### config.mk
export PLATFORM = sky130hd
export DESIGN_NAME = mem_wb_pipe_flat
export DESIGN_NICKNAME = d
export VERILOG_FILES = /design/src/rtl/mem_wb_pipe_pkg.sv /design/src/rtl/mem_wb_pipe_if.sv /design/src/rtl/mem_wb_pipe_skid_buf.sv /design/src/rtl/mem_wb_pipe.sv /design/src/flat_wrapper.sv
export SDC_FILE = /design/constraint.sdc
export NUM_CORES = 1
export LEC_CHECK = 0
export CAP_MARGIN = 20
export CORE_AREA = 2 2 131 133
export DETAILED_ROUTE_END_ITERATION = 10
export DIE_AREA = 0 0 133 135
export GPL_TIMING_DRIVEN = 0
export PLACE_DENSITY = 0.75
export RECOVER_POWER = 50
export REMOVE_ABC_BUFFERS = 1
export SLEW_MARGIN = 30
export SYNTH_ARGS = -nofsm -noshare
export SYNTH_HDL_FRONTEND = slang
export SYNTH_HIERARCHICAL = 1
export SYNTH_SLANG_ARGS = --single-unit
### constraint.sdc
create_clock -name clk -period 3.55 [get_ports clk]
set_input_delay 0.71 -clock clk [delete_from_list [all_inputs] [get_ports clk]]
set_output_delay 0.71 -clock clk [all_outputs]
set_load 0.05 [all_outputs]
### src/rtl/mem_wb_pipe_pkg.sv
// ---------------------------------------------------------------------------
// pipe_pkg
// Shared types and default widths for the MEM/WB pipeline register.
//   PIPE_DATA_W / PIPE_REG_ADDR_W : default data word and register index widths
//   mem_wb_payload_t              : one MEM/WB entry at the default widths
//   skid_state_t                  : occupancy of the 2-entry skid buffer; bit 0
//                                   is the main-register valid bit, bit 1 the
//                                   skid-register valid bit
// ---------------------------------------------------------------------------
package pipe_pkg;

    localparam int PIPE_DATA_W     = 32;
    localparam int PIPE_REG_ADDR_W = 5;

    typedef struct packed {
        logic                       regwrite;
        logic                       memtoreg;
        logic [PIPE_DATA_W-1:0]     alu_out;
        logic [PIPE_DATA_W-1:0]     read_data;
        logic [PIPE_REG_ADDR_W-1:0] write_reg;
    } mem_wb_payload_t;

    typedef enum logic [1:0] {
        SKID_EMPTY = 2'b00,
        SKID_ONE   = 2'b01,
        SKID_FULL  = 2'b11
    } skid_state_t;

endpackage

### src/rtl/mem_wb_pipe_if.sv
// ---------------------------------------------------------------------------
// mem_wb_pipe_if
// Handshake and payload bundle between the MEM stage, the MEM/WB register and
// the WB stage.
//   in_*      : entry offered by MEM (in_ready returned by the register)
//   out_*     : entry held for WB (out_ready returned by WB)
//   wb_data   : writeback word already selected from the held entry
// Modports:
//   slave  : the pipeline register itself
//   master : the surrounding logic that feeds MEM entries and consumes WB ones
// ---------------------------------------------------------------------------
interface mem_wb_pipe_if
    import pipe_pkg::*;
#(
    parameter int DATA_W     = PIPE_DATA_W,
    parameter int REG_ADDR_W = PIPE_REG_ADDR_W
);
    logic                  in_valid;
    logic                  in_ready;
    logic                  in_regwrite;
    logic                  in_memtoreg;
    logic [DATA_W-1:0]     in_alu_out;
    logic [DATA_W-1:0]     in_read_data;
    logic [REG_ADDR_W-1:0] in_write_reg;

    logic                  out_valid;
    logic                  out_ready;
    logic                  out_regwrite;
    logic                  out_memtoreg;
    logic [DATA_W-1:0]     out_alu_out;
    logic [DATA_W-1:0]     out_read_data;
    logic [REG_ADDR_W-1:0] out_write_reg;
    logic [DATA_W-1:0]     wb_data;

    modport slave (
        input  in_valid, in_regwrite, in_memtoreg, in_alu_out, in_read_data,
               in_write_reg, out_ready,
        output in_ready, out_valid, out_regwrite, out_memtoreg, out_alu_out,
               out_read_data, out_write_reg, wb_data
    );

    modport master (
        output in_valid, in_regwrite, in_memtoreg, in_alu_out, in_read_data,
               in_write_reg, out_ready,
        input  in_ready, out_valid, out_regwrite, out_memtoreg, out_alu_out,
               out_read_data, out_write_reg, wb_data
    );

endinterface

### src/rtl/mem_wb_pipe_skid_buf.sv
// ---------------------------------------------------------------------------
// pipe_skid_buf
// Generic 2-entry skid buffer over a W-bit vector. A main register M drives
// the output; a skid register S catches the one entry that may arrive in the
// cycle the consumer stalls. in_ready is decoded from registered state only,
// so there is no combinational path from out_ready to in_ready.
// Ports:
//   clk, rst             : rising-edge clock, synchronous active-high reset
//   flush                : empties the buffer, drops the entry offered now
//   in_valid/in_ready    : producer handshake, in_data payload
//   out_valid/out_ready  : consumer handshake, out_data payload (from M)
// ---------------------------------------------------------------------------
module pipe_skid_buf
    import pipe_pkg::*;
#(
    parameter int W = 8
) (
    input  logic         clk,
    input  logic         rst,
    input  logic         flush,
    input  logic         in_valid,
    output logic         in_ready,
    input  logic [W-1:0] in_data,
    output logic         out_valid,
    input  logic         out_ready,
    output logic [W-1:0] out_data
);

    skid_state_t  state;
    skid_state_t  state_next;
    logic [W-1:0] m_data;
    logic [W-1:0] s_data;
    logic         load_m_in;
    logic         load_m_s;
    logic         load_s;
    logic         accept;
    logic         pop;

    assign in_ready  = (state != SKID_FULL);
    assign out_valid = (state != SKID_EMPTY);
    assign out_data  = m_data;
    assign accept    = in_valid & in_ready;
    assign pop       = out_valid & out_ready;

    always_ff @(posedge clk) begin
        if (rst) begin
            state <= SKID_EMPTY;
        end else begin
            state <= state_next;
        end
    end

    // Flush wins over any handshake: nothing is loaded and the buffer empties.
    // Stale data left in M/S is harmless because the valid bits are cleared.
    always_comb begin
        state_next = state;
        load_m_in  = 1'b0;
        load_m_s   = 1'b0;
        load_s     = 1'b0;
        if (flush) begin
            state_next = SKID_EMPTY;
        end else begin
            case (state)
                SKID_EMPTY: begin
                    if (accept) begin
                        load_m_in  = 1'b1;
                        state_next = SKID_ONE;
                    end
                end
                SKID_ONE: begin
                    if (accept && pop) begin
                        load_m_in = 1'b1;
                    end else if (accept) begin
                        load_s     = 1'b1;
                        state_next = SKID_FULL;
                    end else if (pop) begin
                        state_next = SKID_EMPTY;
                    end
                end
                SKID_FULL: begin
                    if (pop) begin
                        load_m_s   = 1'b1;
                        state_next = SKID_ONE;
                    end
                end
                default: state_next = SKID_EMPTY;
            endcase
        end
    end

    always_ff @(posedge clk) begin
        if (rst) begin
            m_data <= '0;
            s_data <= '0;
        end else begin
            if (load_m_in) begin
                m_data <= in_data;
            end else if (load_m_s) begin
                m_data <= s_data;
            end
            if (load_s) begin
                s_data <= in_data;
            end
        end
    end

endmodule

### src/rtl/mem_wb_pipe.sv
// ---------------------------------------------------------------------------
// mem_wb_pipe
// MEM/WB pipeline register with ready/valid handshake, 2-entry skid buffer,
// synchronous flush, gated register-file write enable and the writeback mux.
// Ports:
//   clk, rst     : rising-edge clock, synchronous active-high reset
//   flush        : discard every held entry and the one offered this cycle
//   bus (slave)  : MEM-side in_* handshake/payload, WB-side out_* handshake/
//                  payload, and wb_data (out_memtoreg ? read data : ALU result)
// Parameters:
//   DATA_W, REG_ADDR_W : data word and register index widths
//   ZERO_REG_GATE      : when 1, an entry targeting register 0 never writes
// Optional build macro MEM_WB_PIPE_PERF_EN adds two saturating counters:
//   stall_cycles : cycles with out_valid & !out_ready
//   flush_count  : cycles with flush asserted
// ---------------------------------------------------------------------------
module mem_wb_pipe
    import pipe_pkg::*;
#(
    parameter int DATA_W        = PIPE_DATA_W,
    parameter int REG_ADDR_W    = PIPE_REG_ADDR_W,
    parameter bit ZERO_REG_GATE = 1'b1
) (
    input  logic          clk,
    input  logic          rst,
    input  logic          flush,
`ifdef MEM_WB_PIPE_PERF_EN
    output logic [31:0]   stall_cycles,
    output logic [15:0]   flush_count,
`endif
    mem_wb_pipe_if.slave  bus
);

    // Same field order as pipe_pkg::mem_wb_payload_t, sized by this instance.
    typedef struct packed {
        logic                  regwrite;
        logic                  memtoreg;
        logic [DATA_W-1:0]     alu_out;
        logic [DATA_W-1:0]     read_data;
        logic [REG_ADDR_W-1:0] write_reg;
    } payload_t;

    localparam int PAYLOAD_W = $bits(payload_t);

    payload_t in_payload;
    payload_t m_payload;
    logic     m_valid;
    logic     dest_ok;

    assign in_payload = '{
        regwrite:  bus.in_regwrite,
        memtoreg:  bus.in_memtoreg,
        alu_out:   bus.in_alu_out,
        read_data: bus.in_read_data,
        write_reg: bus.in_write_reg
    };

    pipe_skid_buf #(
        .W(PAYLOAD_W)
    ) u_skid (
        .clk       (clk),
        .rst       (rst),
        .flush     (flush),
        .in_valid  (bus.in_valid),
        .in_ready  (bus.in_ready),
        .in_data   (in_payload),
        .out_valid (m_valid),
        .out_ready (bus.out_ready),
        .out_data  (m_payload)
    );

    // Register 0 is hard-wired in the register file, so writes to it are
    // suppressed here when the gate is enabled; bubbles never write.
    assign dest_ok = ZERO_REG_GATE ? (m_payload.write_reg != '0) : 1'b1;

    assign bus.out_valid     = m_valid;
    assign bus.out_regwrite  = m_payload.regwrite & m_valid & dest_ok;
    assign bus.out_memtoreg  = m_payload.memtoreg;
    assign bus.out_alu_out   = m_payload.alu_out;
    assign bus.out_read_data = m_payload.read_data;
    assign bus.out_write_reg = m_payload.write_reg;
    assign bus.wb_data       = m_payload.memtoreg ? m_payload.read_data
                                                  : m_payload.alu_out;

`ifdef MEM_WB_PIPE_PERF_EN
    // Both counters stick at all-ones instead of wrapping.
    always_ff @(posedge clk) begin
        if (rst) begin
            stall_cycles <= '0;
            flush_count  <= '0;
        end else begin
            if (m_valid && !bus.out_ready && (stall_cycles != '1)) begin
                stall_cycles <= stall_cycles + 32'd1;
            end
            if (flush && (flush_count != '1)) begin
                flush_count <= flush_count + 16'd1;
            end
        end
    end
`endif

endmodule
### src/flat_wrapper.sv
// flat-port wrapper written by rule: the top's interface ports become plain ports
module mem_wb_pipe_flat import pipe_pkg::*;
#(
    parameter int DATA_W        = PIPE_DATA_W,
    parameter int REG_ADDR_W    = PIPE_REG_ADDR_W,
    parameter bit ZERO_REG_GATE = 1'b1
)
  (clk, rst, flush, bus_in_valid, bus_in_regwrite, bus_in_memtoreg, bus_in_alu_out, bus_in_read_data, bus_in_write_reg, bus_out_ready, bus_in_ready, bus_out_valid, bus_out_regwrite, bus_out_memtoreg, bus_out_alu_out, bus_out_read_data, bus_out_write_reg, bus_wb_data);
  mem_wb_pipe_if #(.DATA_W(DATA_W), .REG_ADDR_W(REG_ADDR_W)) bus_i ();
  input  logic clk;
  input  logic rst;
  input  logic flush;
  input wire logic [$bits(bus_i.in_valid)-1:0] bus_in_valid;
  input wire logic [$bits(bus_i.in_regwrite)-1:0] bus_in_regwrite;
  input wire logic [$bits(bus_i.in_memtoreg)-1:0] bus_in_memtoreg;
  input wire logic [$bits(bus_i.in_alu_out)-1:0] bus_in_alu_out;
  input wire logic [$bits(bus_i.in_read_data)-1:0] bus_in_read_data;
  input wire logic [$bits(bus_i.in_write_reg)-1:0] bus_in_write_reg;
  input wire logic [$bits(bus_i.out_ready)-1:0] bus_out_ready;
  output wire logic [$bits(bus_i.in_ready)-1:0] bus_in_ready;
  output wire logic [$bits(bus_i.out_valid)-1:0] bus_out_valid;
  output wire logic [$bits(bus_i.out_regwrite)-1:0] bus_out_regwrite;
  output wire logic [$bits(bus_i.out_memtoreg)-1:0] bus_out_memtoreg;
  output wire logic [$bits(bus_i.out_alu_out)-1:0] bus_out_alu_out;
  output wire logic [$bits(bus_i.out_read_data)-1:0] bus_out_read_data;
  output wire logic [$bits(bus_i.out_write_reg)-1:0] bus_out_write_reg;
  output wire logic [$bits(bus_i.wb_data)-1:0] bus_wb_data;
  assign bus_i.in_valid = bus_in_valid;
  assign bus_i.in_regwrite = bus_in_regwrite;
  assign bus_i.in_memtoreg = bus_in_memtoreg;
  assign bus_i.in_alu_out = bus_in_alu_out;
  assign bus_i.in_read_data = bus_in_read_data;
  assign bus_i.in_write_reg = bus_in_write_reg;
  assign bus_i.out_ready = bus_out_ready;
  assign bus_in_ready = bus_i.in_ready;
  assign bus_out_valid = bus_i.out_valid;
  assign bus_out_regwrite = bus_i.out_regwrite;
  assign bus_out_memtoreg = bus_i.out_memtoreg;
  assign bus_out_alu_out = bus_i.out_alu_out;
  assign bus_out_read_data = bus_i.out_read_data;
  assign bus_out_write_reg = bus_i.out_write_reg;
  assign bus_wb_data = bus_i.wb_data;
  mem_wb_pipe #(.DATA_W(DATA_W), .REG_ADDR_W(REG_ADDR_W), .ZERO_REG_GATE(ZERO_REG_GATE)) u_core (.clk(clk), .rst(rst), .flush(flush), .bus(bus_i));
endmodule
Yosys cells after proc, flatten, opt, wreduce, memory -nomap -nowiden. Cells that the tools add are included.

Register bits: 144. Input bits: 76. Output and inout port bits: 105. Word-level logic and storage cells: 40.

Eq/ne operators: 7. Mux-type cells: 19. Bitwise logic cells: 4. Reductions and logical operators: 7.

Operators by type and width (count): $mux 71 (2); $mux 32 (1); $mux 2 (5); $mux 1 (9); $ne 2x2->1 const B (4); $pmux 2 s3 (1); $reduce_bool 5->1 (1); $and 1x1->1 (4); $reduce_and 4->1 (1); $reduce_bool 2->1 (2); $ne 3x3->1 const B (1); $eq 2x1->1 const B (1); $eq 2x2->1 const B (1); $logic_not 2->1 (1); $pmux 1 s2 (1); $reduce_or 2->1 (1); $logic_and 1x1->1 (1).

Longest topological paths before layout. Gate-level depths: netlist of run 1.

Depth in word-level cells: 7. Depth in mapped cells: 8. Gate-level depth less buffers: 6.

By module. Netlist of run 1, hierarchy kept.

Modules (own cells, without submodules): pipe_skid_buf (times used 1, cells each 655, area each 6237.2 um2, seq. area each 2882.8 um2); mem_wb_pipe (times used 1, cells each 38, area each 417.9 um2, seq. area each 0.0 um2).

Least setup slack after synthesis of run 1. Ideal clock, no wire load.

Kind: reg2out. Start point: reg u_core.u_skid.state[0]. End point: out bus_out_regwrite. Arrival: 1.562 ns. Data required time: 2.840 ns. Setup slack: 1.278 ns. Cell stages (with the launch flop): 5. Path buffers: 0. Cell sequence: dfxtp_1 > inv_1 > ha_1 > inv_1 > o311a_1.

Word-level cells in the longest chain between the ends: 3.

Ends and longest elaborated chain: start, declared (RTL line mem_wb_pipe_skid_buf.sv:29) `skid_state_t state;`; start signal, assigned (RTL line mem_wb_pipe_skid_buf.sv:49) `state <= state_next;`; $reduce_bool 2->1 (RTL line mem_wb_pipe_skid_buf.sv:40) `assign out_valid = (state != SKID_EMPTY);`; named net bus_out_valid (RTL line flat_wrapper.sv:21) `output wire logic [$bits(bus_i.out_valid)-1:0] bus_out_valid;`; $and 1x1->1 (2 in series) (RTL line mem_wb_pipe.sv:77) `assign bus.out_regwrite = m_payload.regwrite & m_valid & dest_ok;`; end, declared (RTL line flat_wrapper.sv:22) `output wire logic [$bits(bus_i.out_regwrite)-1:0] bus_out_regwrite;`.

The timed path passes the listed nets, and every way through them passes these cells.

Final worst setup path of run 1.
Start point: reg u_core.u_skid.state[0]. End point: reg u_core.u_skid.m_data[47] (netlist: u_core/u_skid/out_data[47]).

Word-level cells in the longest chain between the ends: 7. Elaborated cells between the ends (all ways): 17. Those cells by class: eq/ne (3); mux (8); bitwise (2); reduce/logical (4).

Ends and longest elaborated chain: $ne 2x2->1 / $reduce_bool 2->1 (equally long branches) (RTL line mem_wb_pipe_skid_buf.sv:39, mem_wb_pipe_skid_buf.sv:40); $and 1x1->1, on equally long branches (RTL line mem_wb_pipe_skid_buf.sv:42, mem_wb_pipe_skid_buf.sv:43); $logic_and 1x1->1 (RTL line mem_wb_pipe_skid_buf.sv:71) `if (accept && pop) begin`; $mux 1 (RTL line mem_wb_pipe_skid_buf.sv:71); $pmux 1 s2 (RTL line mem_wb_pipe_skid_buf.sv:63) `case (state)`; $mux 1 (RTL line mem_wb_pipe_skid_buf.sv:60) `if (flush) begin`; $mux 71 / $reduce_bool 2->1 (equally long branches); end signal, assigned (RTL line mem_wb_pipe_skid_buf.sv:97) `m_data <= in_data;`; end signal, assigned (RTL line mem_wb_pipe_skid_buf.sv:99) `m_data <= s_data;`; end, declared (RTL line mem_wb_pipe_skid_buf.sv:31) `logic [W-1:0] m_data;`.

Parallel ways exist; a longest one is shown, timed or not. A chain may end at the register's enable or synchronous reset.

==> metrics.cfg, run 1 <==
[run_status]
outcome = finished with violations
violations = max-capacitance violations, max-slew violations

[synth]
synth.distinct_cells = 35
syn_inst = 693
yosysSeqAreaShare = 0.433
synth_top_area_share = 0.433
synth_area_leaders = dfxtp_1 (43%), a211oi_2 (13%), mux2i_1 (11%)
synth_edf_count = 0
synth_top_cell_by_area = dfxtp_1
synth_ff_type = dfxtp_1
synthArstFlopShare = 0
yosys_warnings = 6
synth_area_sq_um = 6660
avgSynthCellArea_sq_um = 9.60
synth_seq_cells = 144

[clock_network]
clk_latency_ns = 0.41
clock_sinks = 144
cts_max_path_buffers = 2
cts_buffers = 17
cts.clk_slew.worst_paths_ns = 0.06
cts_hold_buf = 0
cts-resized-gates = 0
cts-root-buf = clkbuf_16
htreeDepth = 4
cts_tree = done
cts_setup_buffers = 0

[critical_path]
worstSetupPathType = reg -> reg
path_delay_family = simple AND/OR/NAND/NOR gates
slowest_stage = nor3_1
end_kind = flop
start_kind = flop
worstPathCellList = inv_1 > ha_1 > nand2b_1 > nor3_1 > buf_8 > clkbuf_1 > mux2i_1 > a211oi_2
arrival_ns = 3.40
cpPeakStageDelay_ns = 0.81
crit_buf_inv = 3
required_ns = 3.83
worstPathMaxFanout = 10

[layout]
postLayoutCoreUtil = 0.565
nFillCells = 1458
drive_gt1_frac = 0.172
mostFrequentLayoutCells = nand2_1 (143), dfxtp_1 (143), clkdlybuf4s50_1 (110), nor2_1 (73), a21oi_1 (73)
diodes = 0
areaGrowthSynthToFinish_pct = 39.3
multiInputGateArea_sq_um = 3320
finalNetCount = 939
regArea_sq_um = 2880

[timing]
hold_viol_final = 0
tns_ns = 0
setup_viol = 0
period_needed_ns = 3.11
finClkSkew_ns = 0.00872
rsz0062_at_grt = false
max_freq_ghz = 0.321
period_share = 0.877
final_max_slew_viol_count = 37
tightest_slew_ns = 1.56
fin_ws_ns = 0.435
max_slew_margin = -0.0425

[worst_hold_path]
hold_path_class = reg -> reg

[global_route]
grt_pass1_wl_um = 25700
grt.overflow.total = 0
grt_pass1_vias = 5069
grt_max_degree = 80
antenna_found_initial = 0
track_usage = 0.176

[floorplan]
start_util = 0.406
die_x_um = 133
num_io_pins = 181
die_h_um = 135
num_rows = 47
dieArea_sq_um = 18000
core-area_sq_um = 16400

[detailed_routing]
drtIter0Drc = 235
vias = 5394
firstDrtPassIters = 4
wl_per_cell_um = 14.6
viasPerCell = 4.94
ant_nets = 0
remaining_drc_errors = 0
drt_wl_total_um = 15900

[run]
cap_viol_max_count = 1

[power]
pwr_density_cell_nw_per_um2 = 466
p_leak_nw = 3.28
peakVddDrop_mv = 0.299

[place]
pre_cts_ws_ns = 0.555
io_buffers = 180
place_congestion = 0.718
hpwlAfterDp_um = 11100

-- registers in the layout (all words and copies together), names as in the netlist --
name                    cells
u_core/u_skid/out_data     71
u_core/u_skid/state         2
u_core/u_skid/s_data       71
-- metal layers --
layer | GRT usage | vias to the layer above | routed length [um]
met3 | 0.0413 | 12 | 718
met4 | 0.0544 | 0 | 160
met2 | 0.302 | 115 | 7720
li1 | - | 2725 | -
met5 | 0 | - | 0
met1 | 0.220 | 2542 | 7290
-- worst paths after layout --
path | from | end | slack [ns] | depth (start not counted)
worst max-delay path | u_core/u_skid/state[0] | u_core/u_skid/out_data[47] | 0.44 | 8
worst min-delay path | u_core/u_skid/s_data[26] | u_core/u_skid/s_data[26] | 0.45 | 2
worst max register to register | u_core/u_skid/state[0] | u_core/u_skid/out_data[47] | 0.44 | 8
worst min register to register | u_core/u_skid/s_data[26] | u_core/u_skid/s_data[26] | 0.45 | 2
-- cells in the mapped netlist, types with 2 or more instances --
cell type,number
buf_2,15
dfxtp_1,144
nor2_1,73
a21oi_1,73
mux2_1,2
inv_1,4
buf_6,4
clkbuf_1,21
mux2i_1,71
buf_12,7
ha_1,5
nand2_1,143
nand2b_1,2
nor2b_1,3
mux2_2,30
buf_4,8
a211oi_2,70
-- worst min-delay path, stage by stage (launching register included) --
cell,delay [ns]
dfxtp_1,0.31
nand2_1,0.05
a21oi_1,0.05
-- layout make-up --
cell class                 count  area share
multi-input combinational    487       0.358
sequential                   144       0.311
timing repair buffer         204       0.240
clock buffer                  22      0.0501
tap                          220      0.0297
clock inverter                10     0.00945
inverter                       4     0.00162
-- logic make-up after synthesis --
| family | share of synthesized area |
|---|---|
| AOI/OAI and AO/OA | 0.196 |
| adders and majority gates | 0.00940 |
| buffers and inverters | 0.0656 |
| DFF | 0.433 |
| muxes | 0.161 |
| and+or+nand+nor | 0.135 |
-- report_power, final --
part	total (mW)	internal [mW]	switching (mW)	leakage [nW]
combinational	0.903	0.353	0.550	1.84
clock	1.67	0.997	0.669	0.270
sequential	1.75	1.69	0.0584	1.17
-- stage by stage --
step                      cells  hold WS, ns  total power [mW]  instance area [sq um]
after floorplan             635        0.430              2.33                   6230
after global placement     1035        0.443              2.69                   8310
after detailed placement   1059        0.448              2.72                   8770
after CTS                  1091        0.456              4.40                   9330
after global routing       1091        0.469              4.48                   9270
final                      1091        0.455              4.32                   9270
No activity file was read; power rests on OpenSTA's default activity.
==> run 2: changes to the inputs <==
- CTS_BUF_LIST: unset -> sky130_fd_sc_hd__clkbuf_2
==> run 2 against run 1 <==
Compared with the run above: the run still ends with max-capacitance violations, max-slew violations left; critical path depth fell by 3; global-route usage about the same; setup slack got worse by 0.13 ns; clock-buffer cell count fell by 2; critical endpoint is now bus_out_regwrite; largest power group unchanged.
==> metrics.cfg, run 2 (synthesis results as in run 1) <==
[run_status]
outcome = finished with violations
violations = max-capacitance violations, max-slew violations

[clock_network]
cts_tree = done
cts_hold_buf = 0
cts-root-buf = clkbuf_2
clk_latency_ns = 0.68
cts_buffers = 17
clock_sinks = 144
cts.clk_slew.worst_paths_ns = 0.20
cts_setup_buffers = 0
cts_max_path_buffers = 2
htreeDepth = 4

[critical_path]
worstPathCellList = inv_1 > ha_1 > inv_1 > o311a_1 > clkdlybuf4s50_1
slowest_stage = clkdlybuf4s50_1
worstSetupPathType = reg -> out
arrival_ns = 2.53
cpMostUsedCell = inv_1
crit_start = u_core/u_skid/state[0]
path_delay_family = buffers and inverters
regToRegSetupSlack_ns = 0.34
reg2reg_to = u_core/u_skid/out_data[28]
crit-reg2reg-launch = u_core/u_skid/state[0]
required_ns = 2.84
start_kind = flop
crit_buf_inv = 3
worstPathMaxFanout = 5
cpPeakStageDelay_ns = 0.79
rr_worst_depth = 8
end_kind = output port

[place]
place_congestion = 0.718
hpwlAfterDp_um = 11100
io_buffers = 180
placed_cells = 1059
pre_cts_ws_ns = 0.555
dpl_cell_area_sq_um = 8770

[power]
combPwrFrac = 0.263
peakVddDrop_mv = 0.218
p_total_mw = 3.50
pwr-share-seq = 0.501
switchingPower_mw = 1.18
p_leak_nw = 2.95
switching_share = 0.338
pwr_density_cell_nw_per_um2 = 394
intPower_mw = 2.31
power_frac_clock = 0.236

[detailed_routing]
viasPerCell = 4.92
drtIter0Drc = 204
remaining_drc_errors = 0
wl_per_cell_um = 14.5
ant_nets = 0
vias = 5364
drt_wl_total_um = 15800
firstDrtPassIters = 5

[layout]
stdcell_count = 1091
diodes = 0
post-route-cell-area_sq_um = 8880
drive_gt1_frac = 0.171
areaGrowthSynthToFinish_pct = 33.4
finalNetCount = 939
postLayoutCoreUtil = 0.541
mostFrequentLayoutCells = clkdlybuf4s50_1 (179), nand2_1 (143), dfxtp_1 (143), nor2_1 (73), a21oi_1 (73)
nFillCells = 1522
layout_commonest_cell = clkdlybuf4s50_1

[worst_hold_path]
whs_endpoint = u_core/u_skid/s_data[33]
hold_path.startpoint = rst
hold_path_class = in -> reg
whs_path_depth = 2

[floorplan]
num_rows = 47
die_x_um = 133
num_io_pins = 181
die_h_um = 135
dieArea_sq_um = 18000
core-area_sq_um = 16400
start_util = 0.406

[timing]
fin_ws_ns = 0.309
period_share = 0.913
period_needed_ns = 3.24
tightest_slew_ns = 1.55
setup_viol = 0
rsz0062_at_grt = false
final_max_slew_viol_count = 37
hold_viol_final = 0
finClkSkew_ns = 0.0278
max_slew_margin = -0.0308
max_freq_ghz = 0.309

[global_route]
grt_pass1_vias = 5060
antenna_found_initial = 0
grt.overflow.total = 0
track_usage = 0.176
grt_max_degree = 80
grt_pass1_wl_um = 25600

[run]
cap_viol_max_count = 1

## run 2: how the worst max path moves through the flow
stage                                            end  depth (start not counted)
after floorplan           u_core/u_skid/out_data[69]                          5
after global placement    u_core/u_skid/out_data[16]                          5
after detailed placement  u_core/u_skid/out_data[57]                          9
after CTS                            bus_wb_data[22]                          3
after global routing      u_core/u_skid/out_data[22]                          8
final                               bus_out_regwrite                          5
## run 2: area by class of cell
class                      count  area [sq um]  share of cell area
sequential                   144          2890               0.325
multi-input combinational    487          3310               0.373
inverter                       4          15.0             0.00169
timing repair buffer         204          2190               0.247
clock inverter                12          95.1              0.0107
tap                          220           275              0.0310
clock buffer                  20           100              0.0113
## run 2: what timing repair did
item | 4_1_cts | 5_1_grt
gates resized for setup | 0 | 1
endpoints found under the setup margin | 0 | 17
hold endpoints to repair | 0 | 0
## run 2: power groups by stage
stage	combinational, mW	sequential (mW)	clock (mW)
global route	0.967	1.77	0.935
detailed placement	0.929	1.79	0
finish	0.921	1.75	0.824
global placement	0.901	1.79	0
CTS	0.933	1.76	0.874
floorplan	0.351	1.98	0
## run 2: metal layers
layer / GRT usage / vias to the layer above / routed length, um / share of wire
met1: 0.219 / 2500 / 7160 / 0.45
met5: 0 / - / 0 / 0
li1: - / 2735 / - / -
met2: 0.300 / 118 / 7720 / 0.49
met4: 0.0508 / 0 / 164 / 0.010
met3: 0.0469 / 11 / 788 / 0.050
## run 2: per-stage QoR
step / TNS, ns / hold WS [ns]
global route: 0 / 0.335
detailed placement: 0 / 0.448
global placement: -510.45 / 0.443
finish: 0 / 0.434
floorplan: -148.09 / 0.430
CTS: 0 / 0.346
